## src/rtl/fb_write_queue.sv

```systemverilog
// fb_write_queue: receives pixels from the draw engines, range-checks them,
// maps them to back-buffer SRAM addresses and queues them in a FIFO that is
// drained into the SRAM controller's write slots.
module fb_write_queue #(
  parameter int DEPTH_LOG2 = 4,
  parameter int H_RES      = 640,
  parameter int V_RES      = 480,
  parameter int DATA_W     = 16
) (
  input  logic              clk,
  input  logic              reset,
  input  logic [9:0]        program_x,
  input  logic [9:0]        program_y,
  input  logic [DATA_W-1:0] program_data,
  input  logic              program_write,
  output logic              program_ready,
  input  logic              current_frame,
  input  logic              sram_wr_slot,
  output logic              sram_wr_req,
  output logic [19:0]       sram_wr_addr,
  output logic [DATA_W-1:0] sram_wr_data,
  output logic              queue_empty,
  output logic [7:0]        drop_count
);

  localparam int                    DEPTH    = 1 << DEPTH_LOG2;
  localparam logic [DEPTH_LOG2:0]   OCC_FULL = DEPTH[DEPTH_LOG2:0];
  localparam logic [DEPTH_LOG2:0]   OCC_ONE  = (DEPTH_LOG2+1)'(1);
  localparam logic [DEPTH_LOG2-1:0] PTR_ONE  = DEPTH_LOG2'(1);
  localparam logic [9:0]            X_LIM    = H_RES[9:0];
  localparam logic [9:0]            Y_LIM    = V_RES[9:0];

  // Saturating increment so the drop counter sticks at 255.
  function automatic logic [7:0] sat_inc8(input logic [7:0] v);
    return (v == 8'hFF) ? v : v + 8'd1;
  endfunction

  logic [19:0]           addr_mem [DEPTH];
  logic [DATA_W-1:0]     data_mem [DEPTH];
  logic [DEPTH_LOG2-1:0] wr_ptr;
  logic [DEPTH_LOG2-1:0] rd_ptr;
  logic [DEPTH_LOG2:0]   occ;

  logic in_range;
  logic push;
  logic pop;
  logic drop;

  assign in_range      = (program_x < X_LIM) && (program_y < Y_LIM);
  // Ready depends only on registered occupancy: a full queue refuses a push
  // even when a pop happens in the same cycle.
  assign program_ready = (occ != OCC_FULL);
  assign sram_wr_req   = (occ != '0);
  assign queue_empty   = (occ == '0);
  assign push          = program_write && program_ready && in_range;
  assign drop          = program_write && !(program_ready && in_range);
  assign pop           = sram_wr_req && sram_wr_slot;

  assign sram_wr_addr  = sram_wr_req ? addr_mem[rd_ptr] : '0;
  assign sram_wr_data  = sram_wr_req ? data_mem[rd_ptr] : '0;

  // Entry storage; the frame bit is captured at accept time so later frame
  // flips do not retarget queued pixels.
  always_ff @(posedge clk) begin
    if (push) begin
      addr_mem[wr_ptr] <= {~current_frame, program_y[8:0], program_x};
      data_mem[wr_ptr] <= program_data;
    end
  end

  // Pointers, occupancy and drop counter; reset discards all queued entries.
  always_ff @(posedge clk) begin
    if (reset) begin
      wr_ptr     <= '0;
      rd_ptr     <= '0;
      occ        <= '0;
      drop_count <= '0;
    end else begin
      if (push) wr_ptr <= wr_ptr + PTR_ONE;
      if (pop)  rd_ptr <= rd_ptr + PTR_ONE;
      case ({push, pop})
        2'b10:   occ <= occ + OCC_ONE;
        2'b01:   occ <= occ - OCC_ONE;
        default: occ <= occ;
      endcase
      if (drop) drop_count <= sat_inc8(drop_count);
    end
  end

endmodule

```

## config.mk

```make
export PLATFORM = sky130hd
export DESIGN_NAME = fb_write_queue
export DESIGN_NICKNAME = d
export VERILOG_FILES = /design/src/rtl/fb_write_queue.sv
export SDC_FILE = /design/constraint.sdc
export NUM_CORES = 1
export LEC_CHECK = 0
export ABC_CLOCK_PERIOD_IN_PS = 8200
export CAP_MARGIN = 0
export CORE_ASPECT_RATIO = 1.4
export CORE_MARGIN = 10
export CORE_UTILIZATION = 59
export CTS_CLUSTER_DIAMETER = 150
export CTS_CLUSTER_SIZE = 24
export DETAILED_ROUTE_END_ITERATION = 10
export GPL_ROUTABILITY_DRIVEN = 1
export PLACE_DENSITY = 0.78
export SYNTH_ARGS = -nofsm -noshare
export SYNTH_HDL_FRONTEND = slang
export SYNTH_SLANG_ARGS = --single-unit
```

## constraint.sdc

```tcl
create_clock -name clk -period 8.2 [get_ports clk]
set_clock_uncertainty 0.2 [all_clocks]
set_input_delay 1.64 -clock clk [delete_from_list [all_inputs] [get_ports clk]]
set_output_delay 1.64 -clock clk [all_outputs]
set_load 0.05 [all_outputs]
```

# Yosys cells after proc, flatten, opt, wreduce, memory -nomap -nowiden
# Memory sizes are Yosys's and may differ from the RTL's. A register that Yosys moved wholly into a read port is not among the register bits.
# Cells that the tools add are included.
# W data, S select, Z words.
[op_classes] n_addsub=5 order_cmp=2 n_eq_ne=4 muxes=9 bitwise_logic=2 n_reduce_logical=11
[ops] cell="$mux W20" count=1
[ops] cell="$mux W16" count=1
[ops] cell="$mux W4" count=4
[ops] cell="$lt A10 B10 Y1 const B" count=1
[ops] cell="$lt A10 B9 Y1 const B" count=1
[ops] cell="$pmux W5 S2" count=1
[ops] cell="$add A4 B1 Y4 const B" count=2
[ops] cell="$add A8 B1 Y8 const B" count=1
[ops] cell="$eq A8 B8 Y1 const B" count=1
[ops] cell="$logic_and A1 B1 Y1" count=6
[ops] cell="$add A5 B1 Y5 const B" count=1
[ops] cell="$logic_not A5 Y1" count=1
[ops] cell="$ne A5 B5 Y1 const B" count=1
[ops] cell="$reduce_bool A5 Y1" count=1
[ops] cell="$sub A5 B1 Y5 const B" count=1
[ops] cell="$eq A2 B1 Y1 const B" count=1
[ops] cell="$eq A2 B2 Y1 const B" count=1
[ops] cell="$mux W1" count=2
[ops] cell="$not A1 Y1" count=2
[ops] cell="$reduce_and A2 Y1" count=1
[ops] cell="$reduce_bool A2 Y1" count=1
[ops] cell="$logic_not A1 Y1" count=1
[totals] regBits=21 ram_bits=576 input_bits=41 n_memories=2
[mem_list] memory="addr_mem" depth=16 word_bits=20 rd=1 rd_ports_with_merged_regs=1 write_ports=1 line="38" text="logic [19:0] addr_mem [DEPTH];"
[mem_list] memory="data_mem" depth=16 word_bits=16 rd=1 rd_ports_with_merged_regs=1 write_ports=1 line="39" text="logic [DATA_W-1:0] data_mem [DEPTH];"

# Logic depth before layout (Yosys ltp)
# Gate-level depths: netlist of run 1.
[depth] ltp_word=6 mapped_depth=15

# Least setup slack after synthesis of run 1
# Ideal clock, no wire load.
[synth_timing] kind="input to register" start="input program_x[8]" end="memory addr_mem[0][0] (enable)" arrival_ps=5105 required_ps=7526 path_slack_ps=2421 cell_stages=7 n_path_buf=2 path_cell_list="o21ai_0 and3b_1 clkbuf_1 and3_1 clkbuf_1 nand2_1 nor3_1"
[synth_via] elab_chain_cells=5
[synth_rtl] element="start, declared" line="12" text="input logic [9:0] program_x,"
[synth_rtl] element="$lt A10 B10 Y1" line="49" text="assign in_range = (program_x < X_LIM) && (program_y < Y_LIM);"
[synth_rtl] element="$logic_and A1 B1 Y1" line="49"
[synth_rtl] element="$logic_and A1 B1 Y1" line="55" text="assign push = program_write && program_ready && in_range;"
[synth_rtl] element="$mux W1" line="65" text="if (push) begin"
[synth_rtl] element="$mux W1 (implied by the code)" line="66" text="addr_mem[wr_ptr] <= {~current_frame, program_y[8:0], program_x};"
[synth_rtl] element="end, declared" line="38"
# No other way between the ends.

==> summary.txt, run 1 <==
Drt
  • Post-Route WL: 45,600 µm
  • Wire per inst: 27.1 µm
  • DRT iter0 DRCs: 1,054
  • Drt via density: 6.33
  • Drc violations: 0
  • Antenna Nets Post-Route: 0
  • First drt pass iteration count: 5
  • Detailed-route via count: 10,700

Layout
  • Final core utilization: 66.3%
  • Ant diodes: 0
  • Layout cells sized above 1: 19.6%
  • Final instance area: 0.0256 mm²
  • Layout area overhead: 10.6%
  • Final Non-Filler Cells: 1,686
  • Final #Nets: 1,192

Timing
  • Worst rel slew slack: 28.3%
  • Tcrit/Tclk final: 69.7%
  • Post-layout min period: 5.72 ns
  • Actual slew at the worst max-slew pin: 1.07 ns
  • RSZ-0062 raised after global routing: no
  • Fin. Hold Viols: 0
  • Setup Viol. Count Final: 0
  • FMAX: 0.175 GHz
  • Max Slew Vio Count: 0
  • Setup tns final: 0 ns

Worst setup path
  • WS Path Type: reg -> out
  • Startpoint Class: flop
  • Worst EP arrival: 3.88 ns
  • Worst R2R Setup Slack: 5.12 ns
  • WP data required: 6.36 ns
  • Crit end category: primary output
  • Max FO, Critical Path: 41

Synthesis
  • Post-Synthesis Cell Area: 0.0232 mm²
  • Flops & latches, synth: 601
  • Main area contributors after synthesis: edfxtp_1 75%, mux4_2 14%, mux2i_1 3.2%
  • Area share of the largest cell type after synthesis: 74.7%
  • Number of synthesized flops with an enable pin: 576
  • Fraction of registers with async set/reset: 0%
  • Synth Flop Type: edfxtp_1
  • Area leader, netlist: edfxtp_1
  • YS warnings: 0
  • Cells after Synth: 1,054
  • Post-synth cell types: 40
  • Synth Area per Inst: 22.0 µm²
  • Sequential area share after synthesis: 76.8%
  • Syn Nets: 1,105

Clock network
  • CTS buffer count: 29
  • Clk Latency, worst-skew pair: 0.59 ns
  • Register clock-pin slew on the reported worst setup and hold paths: 0.09 ns
  • CTS Buffer Depth: 3
  • Root buf cell: clkbuf_16
  • Max H-tree Level: 1
  • Cts repair resizes: 0
  • Post-CTS Setup Bufs: 0
  • Clock Sink Count: 601
  • CTS tree: yes
  • Cts hold-fix bufs: 0

Die
  • Initial Util: 60.0%
  • Ports: 88
  • Die width: 187 µm
  • Placeable Area: 0.0386 mm²
  • # rows: 85
  • DIE AREA: 0.0477 mm²
  • Die Y: 254 µm

Place
  • DP Wirelength: 24,900 µm
  • GPL Wtd Cong: 0.768
  • Placement-stage cell area: 0.0248 mm²
  • # port buffers: 87
  • Dpl cells: 1,632

Power
  • Pleak: 0.00756 µW
  • Net switching power: 2190 µW
  • P_int: 4950 µW
  • Clock power frac: 21.9%
  • Combinational share of power: 29.1%
  • Switching Fraction: 30.7%
  • Power share of the sequential group: 49.0%
  • Worst vdd ir: 0.000441 V
  • Power Density: 279 mW/mm²

GRT
  • First-pass GRT wire length: 70,200 µm
  • Initial antenna violation count: 2
  • GRT Total Usage: 19.2%
  • Largest net degree at the start of global routing: 83
  • Gr ovfl total: 0
  • Vias in the first global route: 11,400

Status
  • Status: finished, final reports clean

Job
  • Maxcap violations: 0

Worst hold path
  • Min-Delay Path Class: reg -> reg
cell type report:
| class | instances | area [µm²] |
|---|---|---|
| Clock buffer | 52 | 812 |
| Tap cell | 522 | 653 |
| Sequential cell | 601 | 17800 |
| Multi-Input combinational cell | 390 | 5190 |
| Fill cell | 2375 | 13000 |
| Timing Repair Buffer | 113 | 1090 |
| Clock inverter | 2 | 38.8 |
| Inverter | 6 | 22.5 |
worst paths after layout:
path | startpoint | depth (start not counted) | endpoint
setup / recovery | flop | 5 | sram_wr_data[8]
hold / removal | wr_ptr[1] | 2 | wr_ptr[1]
setup reg to reg | occ[1] | 11 | occ[2]
hold reg to reg | wr_ptr[1] | 2 | wr_ptr[1]
stage by stage:
step	worst slack [ns]	total power, µW	hold WS (ns)
6_report	2.48	7150	0.319
4_1_cts	2.41	7210	0.322
2_1_floorplan	2.42	5060	0.277
3_5_place_dp	2.86	5670	0.307
3_3_place_gp	2.92	5650	0.303
5_1_grt	2.26	7410	0.360
routing by layer:
metal / up-vias / GRT usage, % / part of all wire [%]
li1: 4550 / - / -
met1: 5643 / 25.1 / 39
met2: 410 / 33.5 / 53
met3: 70 / 2.83 / 6.8
met4: 4 / 5.25 / 2.1
met5: - / 0 / 0.039
synthesized netlist by cell type, types with 2 or more instances:
cell type,count
clkbuf_1,25
o22ai_1,37
buf_2,18
nor3_1,6
nand2_1,14
ha_1,10
nand2b_1,9
nor2_1,33
xnor2_1,4
mux2i_1,75
inv_1,6
mux4_2,144
mux2_1,2
nor2b_1,4
dfxtp_1,25
nor3b_1,3
buf_4,6
buf_1,7
a211o_1,2
o21ai_0,4
xor2_1,7
a31o_2,3
and3_1,4
a21oi_1,7
nand4_1,7
nand3_1,3
edfxtp_1,576
worst max-delay path, stage by stage (launching register included):
cell and delay [ns]:
dfxtp_4 0.90, buf_4 0.53, mux4_2 0.62, mux2i_1 0.21
o22ai_1 0.20, clkdlybuf4s50_1 0.78
state kept, by name, summed over array words and instances, names as in the netlist, named ones only:
name	flops
addr_mem	320
data_mem	256
drop_count	8
occ	5
rd_ptr	4
wr_ptr	4
power by group through the flow:
| stage | clock (µW) | sequential [µW] | combinational [µW] |
|---|---|---|---|
| floorplan | 0 | 3490 | 1570 |
| global placement | 0 | 3570 | 2070 |
| detailed placement | 0 | 3570 | 2090 |
| finish | 1570 | 3500 | 2080 |
| global route | 1700 | 3520 | 2190 |
| CTS | 1600 | 3500 | 2100 |
kinds of logic after synthesis:
kind of cell	share of synthesized area, %
multiplexers	17.3
AND/OR/NAND/NOR	1.98
buffers and inverters	1.25
adder cells (fa/ha/maj)	0.540
AO/OA/AOI/OAI	1.63
XOR/XNOR	0.416
flip-flops	76.8
cell usage in the layout, fill, tap and decap left out, types with 3 or more instances in the layout:
cell,synthesis,layout
dfxtp_4,0,3
clkbuf_16,0,29
o22ai_1,37,37
nor2_4,0,12
nand2_1,14,13
o21ai_0,4,4
a21oi_1,7,7
clkdlybuf4s50_1,0,87
nand2b_1,9,8
and3_1,4,4
edfxtp_1,576,576
nand4_1,7,7
inv_1,6,6
xnor2_1,4,4
xor2_1,7,7
clkbuf_1,25,23
nor3b_1,3,3
nand3_1,3,3
mux2i_1,75,75
nor2b_1,4,4
mux4_2,144,144
nor3_2,0,4
ha_1,10,10
dfxtp_1,25,22
nor2_1,33,21
buf_4,6,24
a31o_2,3,3
(Power assumes the default switching activity.)
==> run 2, diff against run 1 <==
--- a/config.mk
+++ b/config.mk
@@ -5,7 +5,7 @@
 export SDC_FILE = /design/constraint.sdc
 export NUM_CORES = 1
 export LEC_CHECK = 0
-export ABC_CLOCK_PERIOD_IN_PS = 8200
+export ABC_CLOCK_PERIOD_IN_PS = 5690
 export CAP_MARGIN = 0
 export CORE_ASPECT_RATIO = 1.4
 export CORE_MARGIN = 10
==> constraint.sdc (replaced) <==
create_clock -name clk -period 5.69 [get_ports clk]
set_clock_uncertainty 0.2 [all_clocks]
set_input_delay 1.138 -clock clk [delete_from_list [all_inputs] [get_ports clk]]
set_output_delay 1.138 -clock clk [all_outputs]
set_load 0.05 [all_outputs]
==> summary.txt, run 2 (synthesis results as in run 1) <==
Worst setup path
  • Crit-path slowest cell: clkdlybuf4s50_1
  • WP data required: 4.35 ns
  • Crit path from: occ[1]
  • Max FO, Critical Path: 30
  • WS Path Type: reg -> out
  • Crit end category: primary output
  • Worst EP arrival: 3.62 ns
  • Worst flop-to-flop path startpoint: occ[1]
  • Worst path cell trace: nor4_4 > nand2_1 > nand2_2 > o22ai_1 > clkdlybuf4s50_1
  • Startpoint Class: flop
  • Crit-path max cell delay: 0.92 ns

Layout
  • Number of flip-flops in the largest register: 320
  • Largest Register: addr_mem
  • Final #Nets: 1,204
  • Fill count: 2,352
  • Commonest non-fill, non-tap cell in the layout: edfxtp_1
  • Area of the multi-input gates: 0.00519 mm²
  • Biggest regs: addr_mem (320), data_mem (256), drop_count (8)
  • Sequential Area: 0.0178 mm²
  • Most frequent cells in the layout: 576 x edfxtp_1, 144 x mux4_2, 87 x clkdlybuf4s50_1
  • Layout cells sized above 1: 20.3%
  • Ant diodes: 0
  • Layout area overhead: 11.5%

Die
  • Ports: 88
  • Die Y: 254 µm
  • DIE AREA: 0.0477 mm²
  • Initial Util: 60.0%
  • Placeable Area: 0.0386 mm²
  • # rows: 85
  • Die width: 187 µm

Power
  • Switching Fraction: 30.6%
  • P_int: 7160 µW
  • Power share of the sequential group: 48.5%
  • Clock power frac: 21.7%
  • Pleak: 0.00765 µW
  • Power Density: 400 mW/mm²
  • Worst vdd ir: 0.000481 V
  • Total power: 10,300 µW
  • Net switching power: 3160 µW
  • Combinational share of power: 29.8%

Drt
  • Drc violations: 0
  • Post-Route WL: 45,000 µm
  • First drt pass iteration count: 4
  • Wire per inst: 26.5 µm
  • DRT iter0 DRCs: 965
  • Antenna Nets Post-Route: 0
  • Detailed-route via count: 10,600
  • Drt via density: 6.27

Job
  • Maxcap violations: 0

GRT
  • GRT Total Usage: 19.0%
  • Largest net degree at the start of global routing: 51
  • Initial antenna violation count: 0
  • Vias in the first global route: 11,200
  • Gr ovfl total: 0
  • First-pass GRT wire length: 69,200 µm

Timing
  • Actual slew at the worst max-slew pin: 1.09 ns
  • Tcrit/Tclk final: 87.2%
  • Post-layout min period: 4.96 ns
  • Setup tns final: 0 ns
  • Setup Viol. Count Final: 0
  • FMAX: 0.202 GHz
  • RSZ-0062 raised after global routing: no
  • Max Slew Vio Count: 0
  • Fin. Hold Viols: 0
  • Worst rel slew slack: 27.3%

Status
  • Status: finished, final reports clean

Clock network
  • Register clock-pin slew on the reported worst setup and hold paths: 0.09 ns
  • Root buf cell: clkbuf_16
  • CTS Buffer Depth: 3
  • Clk Latency, worst-skew pair: 0.59 ns
  • CTS tree: yes
  • Post-CTS Setup Bufs: 0
  • CTS buffer count: 29
  • Cts hold-fix bufs: 0
  • Clock Sink Count: 601
  • Cts repair resizes: 0
  • Max H-tree Level: 1

Place
  • # port buffers: 87
  • GPL Wtd Cong: 0.787
  • DP Wirelength: 26,400 µm

Worst hold path
  • Hold_sp: wr_ptr[1]
  • Min-Delay Path Class: reg -> reg
[run 2: cell count changes in the layout (fill, tap and decap cells not counted)]
cell / change
buf_12: +10
inv_6: -1
buf_4: +2
[run 2: layout make-up]
cell class	instances	share of cell area [%]
flip-flops and latches	601	69.0
multi-input cells	390	20.1
clock buffers	52	3.14
repair buffers	125	5.06
inverters	6	0.0872
clock inverters	1	0.116
well taps	522	2.53
[run 2: through the flow]
stage               hold WS (ns)  worst slack, ns  util (%)  instances  area (µm²)
finish                     0.343            0.728      66.9       1697       25800
global route               0.371            0.606      66.9       1697       25800
CTS                        0.348            0.726      66.9       1697       25800
detailed placement         0.332            0.954      64.7       1644       25000
global placement           0.310            0.986      64.7       1644       25000
floorplan                  0.277            0.413         -       1054       23200
[run 2: critical path, delay by kind of cell (launching register included)]
kind,cells,cell delay [ns]
compound gates,1,0.65
buf+inv,1,0.92
flops,1,0.53
simple gates,3,0.94
[run 2: path summary, 6_finish.rpt]
check,end,slack [ns],cells after the start
max,sram_wr_addr[0],0.73,5
min,wr_ptr[1],0.34,2
max reg2reg,occ[2],2.57,11
min reg2reg,wr_ptr[1],0.34,2
[run 2: power groups by stage]
| stage | clock network (µW) | registers, µW | logic (µW) |
|---|---|---|---|
| 3_5_place_dp | 0 | 5110 | 3110 |
| 6_report | 2240 | 5000 | 3070 |
| 4_1_cts | 2290 | 5010 | 3130 |
| 3_3_place_gp | 0 | 5110 | 3080 |
| 2_1_floorplan | 0 | 5020 | 2260 |
| 5_1_grt | 2440 | 5020 | 3270 |
[run 2: routing by layer]
metal	part of all wire, %	global-route usage (%)	wire length, µm	vias to the layer above
li1	-	-	-	4589
met1	39	25.1	17600	5650
met2	53	32.9	23800	344
met3	6.0	2.87	2710	54
met4	2.0	4.90	897	0
met5	0	0	0	-
==> run 3, diff against run 2 <==
--- a/config.mk
+++ b/config.mk
@@ -18,3 +18,4 @@
 export SYNTH_ARGS = -nofsm -noshare
 export SYNTH_HDL_FRONTEND = slang
 export SYNTH_SLANG_ARGS = --single-unit
+export TNS_END_PERCENT = 100
==> results of run 3 <==
No change in the layout: final DEF, timing and power equal those of run 2.
==> RTL edit (flow settings as in run 2) <==
Change the parameter `V_RES` from 480 to 256.
--- a/src/rtl/fb_write_queue.sv
+++ b/src/rtl/fb_write_queue.sv
@@ -5,5 +5,5 @@
   parameter int DEPTH_LOG2 = 4,
   parameter int H_RES      = 640,
-  parameter int V_RES      = 480,
+  parameter int V_RES      = 256,
   parameter int DATA_W     = 16
 ) (
Check against the original RTL: not equivalent (a bounded check fails within 4 cycles, from zero or initial values and one cycle with reset high).
==> RTL edit against run 2 <==
- synthesized area rose by 0.32%
- first-iteration DRC count rose by 5.8%
- setup slack got worse by 210 ps
- sequential cell count did not move
- cell area barely moved
- sequential share of layout area barely moved
- global-route usage rose by 0.25 points
- routed wire length rose by 1.7%
- power fell by 5.3%
- register-to-register slack got worse by 760 ps
- die area rose by 0.29%
- critical path type unchanged
==> RTL edit: results (changes against run 2) <==
- Outcome: complete, no violations
- Worst path max stage delay: 730 ps (-190 ps)
- GP Congestion: 0.7684 (-2.3%)
- Async SR Flop Fraction: 0 (unchanged)
- Nets: 1,199 (-0.42%)
- Critical path's top delay family: simple AND/OR/NAND/NOR gates
- DRT iter0 DRCs: 1,021 (+5.8%)
- Hold crit path type: flop to flop
- Worst-skew pair later-pin latency: 590 ps (about the same)
- Peak VDD IR: 0.4705 mV (-2.2%)
- Clock buffer depth: 3 (unchanged)
- Highest metal used: met4
- First-pass GRT wire length: 70,320 um (+1.5%)
- Crit Path Category: flop to output pin
- Synthesized Nets: 1,102 (-0.27%)
- Initial antenna violation count: 1 (+1)
- GRT Total Usage: 0.1927 (+0.002516)
- First-pass DRT Iterations: 7 (+3)
- Slew @ Worst Pin: 942.0 ps (-144.5 ps)
- Seq/Total Area, Yosys: 0.7660 (-0.002483)
- M1 WL: 17,900 um (+1.9%)
- CP max FO: 36 (+20%)
- Fillers: 2,499 (+6.3%)
- Biggest regs: addr_mem: 320 flops, data_mem: 256 flops, drop_count: 8 flops
- Setup repair bufs after CTS: 0 (unchanged)
- WP data arrival: 3840 ps (+220 ps)
- Met2 GRT Util: 0.3227 (-0.006622)
- Detailed Route WL: 45,740 um (+1.7%)
- EDFF count, synth: 576 (unchanged)
- RR Startpoint: occ[1]
- Synth top cells by count: 576 x edfxtp_1, 144 x mux4_2, 39 x nor2b_1, 38 x mux2_2, 36 x a221o_1
- Yosys synthesis warning count: 0 (unchanged)
- Met2 WL: 23,560 um (-1.1%)
- Port Buffers: 87 (unchanged)
- Root Buffer: clkbuf_16
- Post-CTS Resized: 0 (unchanged)
- Largest net degree at the start of global routing: 39 (-24%)
- Met3 GRT Util: 0.03105 (+0.002349)
- CTS Buf Count: 29 (unchanged)
- Hpwl dp: 24,390 um (-7.8%)
- Clock transition at path regs: 100 ps
- Metal3 WL: 3253 um (+20%)
- Yosys cell types: 50 (+25%)
- Post-Route Setup TNS: 0 ps (unchanged)
- GRT met1 Usage: 0.2614 (+0.01058)
- Vias: 10,749 (+1.1%)
- Share of layout cells above drive strength 1: 0.2342 (+0.03078)
- Hold Startpoint: drop_count[1]
- P_leak: 0.007818 uW (+2.2%)
- Main area contributors after synthesis: edfxtp_1 74%, mux4_2 14%, dfxtp_1 2.2%
- CP max stage cell: or4_1
- H-tree depth reported by CTS: 1 (unchanged)
- Final hold violation count: 0 (unchanged)
## RTL edit: cell types whose count changed after synthesis, sizes merged, moves of 7 or more
cell / change
o22ai: -36
nand2: -8
nand2b: -8
nor2: -14
nor2b: +35
a221o: +36
clkbuf: +7
mux2i: -71
and3: +12
buf: -10
mux2: +36
## RTL edit: through the flow
step           setup slack [ps]  hold slack, ps  std cells  instance area, um^2    util
2_1_floorplan             810.2           306.8       1051                23230       -
3_3_place_gp              697.7           278.2       1645                24960  0.6374
3_5_place_dp              544.4           289.4       1645                24960  0.6374
4_1_cts                   526.3           307.3       1698                25810  0.6589
5_1_grt                   423.3           337.5       1698                25810  0.6589
6_report                  513.1           306.8       1699                25810  0.6590
## RTL edit: final cells by class
class	count	area (um^2)	area share
well taps	528	660.6	0.02560
inverters	10	37.54	0.001454
repair buffers	120	1231	0.04770
diodes	1	2.502	0.00009696
clock inverters	1	30.03	0.001163
clock buffers	52	813.3	0.03151
flip-flops and latches	601	17810	0.6900
multi-input cells	386	5226	0.2025
## RTL edit: power breakdown
part	internal, uW	switching, uW	total [uW]
clock	983	1290	2270
combinational	1050	1480	2530
sequential	4880	101	4980
total	6910	2870	9780
## RTL edit: cells by family (layout without fill, tap and decap cells)
logic type,after synthesis,count (layout),share of synthesized area
other,0,1,0
xor gates and xnor gates,7,7,0.002639
DFF,601,601,0.7660
muxes,186,186,0.1597
AOI/OAI and AO/OA,65,65,0.02520
and+or+nand+nor,118,118,0.03000
adders and majority gates,10,10,0.005385
buffers and inverters,64,183,0.01109
## RTL edit: path summary, 6_finish.rpt
check | end | depth (start not counted) | slack (ps)
hold reg to reg | drop_count[1] | 2 | 310
setup reg to reg | occ[4] | 10 | 1810
hold / removal | drop_count[1] | 2 | 310
setup / recovery | sram_wr_data[15] | 6 | 510
